## src/rtl/counter_4b_udl.sv

```systemverilog
// 4-bit up/down/up-by-3 counter with parallel load, registered ripple-carry/borrow
// flag and a modulo-4 wrap-event counter; asynchronous active-low reset.
module counter_4b_udl (
  input  logic       clk,
  input  logic       rst,
  input  logic       enb,
  input  logic [1:0] modo,
  input  logic [3:0] data,
  output logic [3:0] Q,
  output logic       rco,
  output logic [1:0] count
);

  localparam int DATA_W = 4;

  typedef enum logic [1:0] {
    IDLE = 2'd0,
    RUN  = 2'd1,
    LOAD = 2'd2
  } state_t;

  state_t              state, state_nxt;
  logic [DATA_W:0]     step_res;
  logic [DATA_W-1:0]   q_nxt;
  logic                rco_nxt;
  logic [1:0]          cnt_nxt;

  // Returns {wrap, next_q}; wrap is the carry out of the 5-bit sum, or the
  // borrow when stepping down from zero.
  function automatic logic [DATA_W:0] step(input logic [DATA_W-1:0] q,
                                           input logic [1:0]        m);
    logic [DATA_W:0] res;
    unique case (m)
      2'b00:   res = {1'b0, q} + 5'd1;
      2'b01:   res = {(q == '0), q - 4'd1};
      2'b10:   res = {1'b0, q} + 5'd3;
      default: res = {1'b0, q};
    endcase
    return res;
  endfunction

  always_comb begin
    state_nxt = IDLE;
    if (enb) state_nxt = (modo == 2'b11) ? LOAD : RUN;
  end

  always_comb begin
    q_nxt    = Q;
    rco_nxt  = rco;
    cnt_nxt  = count;
    step_res = step(Q, modo);
    unique case (state_nxt)
      RUN: begin
        q_nxt   = step_res[DATA_W-1:0];
        rco_nxt = step_res[DATA_W];
        cnt_nxt = count + {1'b0, step_res[DATA_W]};
      end
      // data is only ever routed to Q here, so it cannot leak in other modes
      LOAD: begin
        q_nxt   = data;
        rco_nxt = 1'b0;
      end
      default: ;
    endcase
  end

  // p0: state and output registers
  always_ff @(posedge clk or negedge rst) begin
    if (!rst) begin
      state <= IDLE;
      Q     <= '0;
      rco   <= 1'b0;
      count <= '0;
    end else begin
      state <= state_nxt;
      Q     <= q_nxt;
      rco   <= rco_nxt;
      count <= cnt_nxt;
    end
  end

  a_load_clears_rco: assert property (@(posedge clk) disable iff (!rst)
    (state == LOAD) |-> !rco);

endmodule
```

## config.mk

```make
export PLATFORM = sky130hd
export DESIGN_NAME = counter_4b_udl
export DESIGN_NICKNAME = d
export VERILOG_FILES = /design/src/rtl/counter_4b_udl.sv
export SDC_FILE = /design/constraint.sdc
export NUM_CORES = 1
export LEC_CHECK = 0
export ABC_AREA = 0
export CELL_PAD_IN_SITES_DETAIL_PLACEMENT = 0
export CELL_PAD_IN_SITES_GLOBAL_PLACEMENT = 1
export CORE_MARGIN = 1
export CORE_UTILIZATION = 30
export CTS_CLUSTER_DIAMETER = 150
export DETAILED_ROUTE_END_ITERATION = 7
export PLACE_DENSITY = 0.8
export SYNTH_ARGS = -nofsm -noshare
export SYNTH_HDL_FRONTEND = slang
export SYNTH_SLANG_ARGS = --single-unit
```

## constraint.sdc

```tcl
create_clock -name clk -period 2.1 [get_ports clk]
set_clock_uncertainty 0.1 [all_clocks]
set_input_delay 0.21 -clock clk [delete_from_list [all_inputs] [get_ports clk]]
set_output_delay 0.21 -clock clk [all_outputs]
set_load 0.02 [all_outputs]
```

Word level (Yosys, flattened, before mapping) --
Cells that the tools add are included.
Word-level totals: bits of input ports 9, bits in registers 7, output and inout port bits 7, word-level logic and storage cells 22
Operators by class: muxes and demuxes 5, reduce and logical (&&, ||, !) cells 4, equality and inequality tests 6, add/sub/neg operators 4
Operators by type and width (number):
- case mux 5 bit (3 select lines) | 1
- case mux 4 bit (2 select lines) | 1
- == test 2 bit (second input constant) | 3
- adder 4 x 1 -> 5 bit (second input constant) | 1
- adder 4 x 2 -> 5 bit (second input constant) | 1
- == test 2 x 1 -> 1 bit (second input constant) | 2
- zero test 4 bit | 1
- 2-to-1 mux 2 bit | 2
- != test 4 x 1 -> 1 bit (second input constant) | 1
- subtractor 4 x 1 -> 4 bit (second input constant) | 1
- adder 2 x 1 -> 2 bit | 1
- zero test 2 bit | 1
- case mux 1 bit (2 select lines) | 1
- AND reduction 2 bit | 1
- nonzero test 2 bit | 1

Depth between registers and ports, before layout --
depth in word-level cells 6, gate-level depth with buffers 9, mapped depth without buffers 8

Worst setup path after synthesis --
OpenSTA, ideal clock, no wires.
path kind reg2reg, start register Q[0], end register count[0], library setup time 0.128 ns, required time 1.872 ns, stages on the path, launching flop included 7, setup slack -0.162 ns, arrival time 2.034 ns, cells stage by stage dfrtp_1 -> inv_1 -> fa_1 -> or2_1 -> a2bb2o_1 -> ha_1 -> mux2_1
Between the ends: longest elaborated chain between the ends 3, elaborated cells on any way between the ends 5, classes of those cells 3 x add/sub; 1 x mux; 1 x reduce/logical
Ends and longest elaborated chain:
- start: declaration | RTL line 9 | output logic [3:0] Q,
- start signal: assignment | RTL line 76 | Q <= q_nxt;
- adder 4 x 2 -> 5 bit, or another cell as far along | RTL line 36 | 2'b10: res = {1'b0, q} + 5'd3;
- case mux 5 bit (3 select lines) (*) | RTL line 33 | unique case (m)
- adder 2 x 1 -> 2 bit (*) | RTL line 56 | cnt_nxt = count + {1'b0, step_res[DATA_W]};
- end signal: assignment | RTL line 78 | count <= cnt_nxt;
- end: declaration | RTL line 11 | output logic [1:0] count
Every way passes the cells marked *; elsewhere a longest branch is shown, timed or not. A chain may end at the register's enable or synchronous reset.

Worst setup path after layout --
start register Q[1], end register count[0]
Same word-level chain as after synthesis.

==> results.py <==
metrics = {
    "finish": {
        "design_area_sq_um": 792,
        "num-nets-final": 94,
        "diodes": 0,
        "area_growth_pct": 48.6,
        "fin_util": 0.502,
        "mostFrequentLayoutCell": "clkdlybuf4s50_1",
        "final_cell_mix": "13 x clkdlybuf4s50_1, 7 x buf_4, 5 x dfrtp_1",
        "layout-drive-gt1-share": 0.253,
    },
    "clock_network": {
        "tritoncts": "built",
        "cts.sinks": 7,
        "cts_buffers": 3,
        "clkTransAtPathRegs_ns": 0.05,
        "postCtsHoldBufs": 0,
        "insertion_delay_ns": 0.25,
        "cts-root-buf": "clkbuf_4",
        "clock_path_buffers": 2,
        "htree_levels": 1,
    },
    "critical_path": {
        "path_class": "flip-flop to flip-flop",
        "end_kind": "flip-flop",
        "crit-reg2reg-capture": "count[0]$_DFFE_PN0P_",
        "critPathRequiredTime_ns": 2.13,
        "start_kind": "flip-flop",
        "cp_data_arrival_time_ns": 2.03,
        "r2r_cells": 6,
        "max_stage_delay_ns": 0.36,
        "r2r_slack_ns": 0.1,
        "cp_cell_sequence": "inv_1 -> fa_2 -> or2_1 -> a2bb2o_4 -> ha_1 -> mux2_1",
        "cpMaxStageDelayCell": "fa_2",
        "regToRegStartpoint": "Q[1]$_DFFE_PN0P_",
        "critPathMaxFanout": 3,
    },
    "placed_design": {
        "dpl.hpwl_um": 920,
        "gp_congestion": 0.767,
        "dpl_worst_slack_ns": -0.391,
        "place_area_sq_um": 743,
        "port_buffers": 15,
    },
    "sta": {
        "fmax_ghz": 0.499,
        "whs_ns": 0.123,
        "final.min_clock_period_ns": 2.00,
        "period_share": 0.953,
        "slew_headroom": 0.783,
        "setup_viol_count_final": 0,
        "timing.final.max_slew_violations": 0,
        "grt_setup_unrepaired": "no",
        "hold_viol_final": 0,
        "finalWorstSetupSlack_ns": 0.0978,
        "worstMarginPinSlew_ns": 0.325,
        "setup-tns-final_ns": 0,
    },
    "die": {
        "core_area_sq_mm": 0.00158,
        "rows": 14,
        "die_area_sq_mm": 0.00195,
        "die_w_um": 44.2,
        "initial_core_util": 0.338,
        "die_y_um": 44.2,
        "num_io_pins": 16,
    },
    "pwr": {
        "powerDensity_mw_per_mm2": 786,
        "vdd_drop_max_v": 0.000551,
        "p_sw_frac": 0.355,
        "p_switching_uw": 221,
        "clkPwrFrac": 0.192,
        "p_comb_frac": 0.478,
        "power_frac_seq": 0.330,
        "leakage_uw": 0.000353,
        "intPower_uw": 402,
    },
    "yosys": {
        "yosysWarnings": 0,
        "postSynthNetCount": 69,
        "syn_area_sq_um": 533,
        "avgSynthCellArea_sq_um": 9.69,
        "synthCells": 55,
        "synth.distinct_cells": 30,
        "synth-seq-area-share": 0.329,
        "ys_ff_latch": 7,
    },
    "detailed_routing": {
        "drt-vias-per-instance": 5.13,
        "drt_first_pass_iters": 6,
        "drtAntennaViolNets": 0,
        "wl_per_cell_um": 12.6,
        "drc": 0,
        "drt_wl_total_um": 1190,
        "dr_total_vias": 487,
        "drtIter0Drc": 9,
    },
    "global_route": {
        "grt_max_degree": 12,
        "overflow": 0,
        "grt_pass1_wl_um": 2090,
        "grt_pass1_vias": 489,
        "antenna_found_initial": 0,
        "grt_usage": 0.148,
    },
    "job": {
        "drv_cap": 0,
    },
    "min_path": {
        "holdCritPathClass": "primary input to asynchronous set/reset pin",
    },
    "outcome": {
        "status": "finished clean",
    },
}
==> stage by stage <==
step	instances	total power [uW]
floorplan	55	361
global placement	90	494
detailed placement	90	496
CTS	95	632
global route	95	683
finish	95	622
==> layer usage <==
layer | global-route usage | up-vias | share of wire
li1 | - | 245 | -
met1 | 0.190 | 231 | 0.48
met2 | 0.226 | 11 | 0.49
met3 | 0.0531 | 0 | 0.028
met4 | 0.0545 | 0 | 0
met5 | 0 | - | 0
==> synth_stat cells (all sizes together) <==
cell / n / area share
mux2i: 1 / 0.019
a311oi: 2 / 0.045
o21ai: 2 / 0.019
fa: 1 / 0.038
or2: 2 / 0.023
and3b: 1 / 0.019
or4: 1 / 0.021
o32ai: 1 / 0.016
mux2: 2 / 0.042
nor2b: 3 / 0.035
a21oi: 4 / 0.038
nand2: 4 / 0.028
nand3: 1 / 0.0094
or4b: 1 / 0.019
nor2: 2 / 0.014
a21o: 1 / 0.014
ha: 4 / 0.094
or3b: 1 / 0.016
a2bb2o: 1 / 0.019
nor3b: 1 / 0.014
dfrtp: 7 / 0.33
xnor2: 1 / 0.016
inv: 5 / 0.035
nand3b: 1 / 0.014
buf: 2 / 0.019
nand2b: 1 / 0.012
o31ai: 1 / 0.014
a32o: 1 / 0.019
==> power by group through the flow <==
stage | combinational (uW) | sequential, uW | clock [uW]
floorplan | 108 | 252 | 0
global placement | 288 | 206 | 0
detailed placement | 288 | 208 | 0
CTS | 300 | 205 | 127
global route | 329 | 212 | 142
finish | 298 | 205 | 119
==> worst max-delay path: cells and delay by family, from the launching register on <==
kind	cells	cell delay, ns
adders and majority gates	2	0.57
DFF	1	0.35
and+or+nand+nor	1	0.27
muxes	1	0.27
AOI/OAI and AO/OA	1	0.23
buffers and inverters	1	0.09
==> how the worst max path moves through the flow <==
stage / to / startpoint / slack [ns] / cells past startpoint
floorplan: count[0]$_DFFE_PN0P_ / Q[0]$_DFFE_PN0P_ / 0.02 / 6
global placement: count[0]$_DFFE_PN0P_ / modo[1] / -0.38 / 8
detailed placement: count[0]$_DFFE_PN0P_ / modo[1] / -0.39 / 8
CTS: count[0]$_DFFE_PN0P_ / Q[1]$_DFFE_PN0P_ / 0.1 / 6
global route: count[0]$_DFFE_PN0P_ / Q[1]$_DFFE_PN0P_ / 0.02 / 6
finish: count[0]$_DFFE_PN0P_ / Q[1]$_DFFE_PN0P_ / 0.1 / 6
==> cells by family (layout without fill, tap and decap cells) <==
kind of cell | count (synthesis) | after routing | synth area share
XOR/XNOR | 1 | 1 | 0.0164
flip-flops | 7 | 7 | 0.329
AND/OR/NAND/NOR | 19 | 19 | 0.225
adder cells (fa/ha/maj) | 5 | 5 | 0.131
multiplexers | 3 | 3 | 0.0610
AO/OA/AOI/OAI | 13 | 13 | 0.183
buffers and inverters | 7 | 31 | 0.0540
==> layout make-up <==
| type | instances | area [sq um] |
|---|---|---|
| sequential | 7 | 178 |
| inverter | 5 | 18.8 |
| tap | 16 | 20.0 |
| multi-input combinational | 41 | 349 |
| timing repair buffer | 22 | 200 |
| fill | 149 | 785 |
| clock buffer | 4 | 26.3 |
==> timing repair <==
item	CTS	global route
setup buffers	1	0
resized for setup	6	0
setup endpoints to repair	2	0
==> state kept, by name (all words and copies together), names as in the netlist <==
register / flops
rco: 1
count: 2
Q: 4
Power figures use the tool's default switching activity.
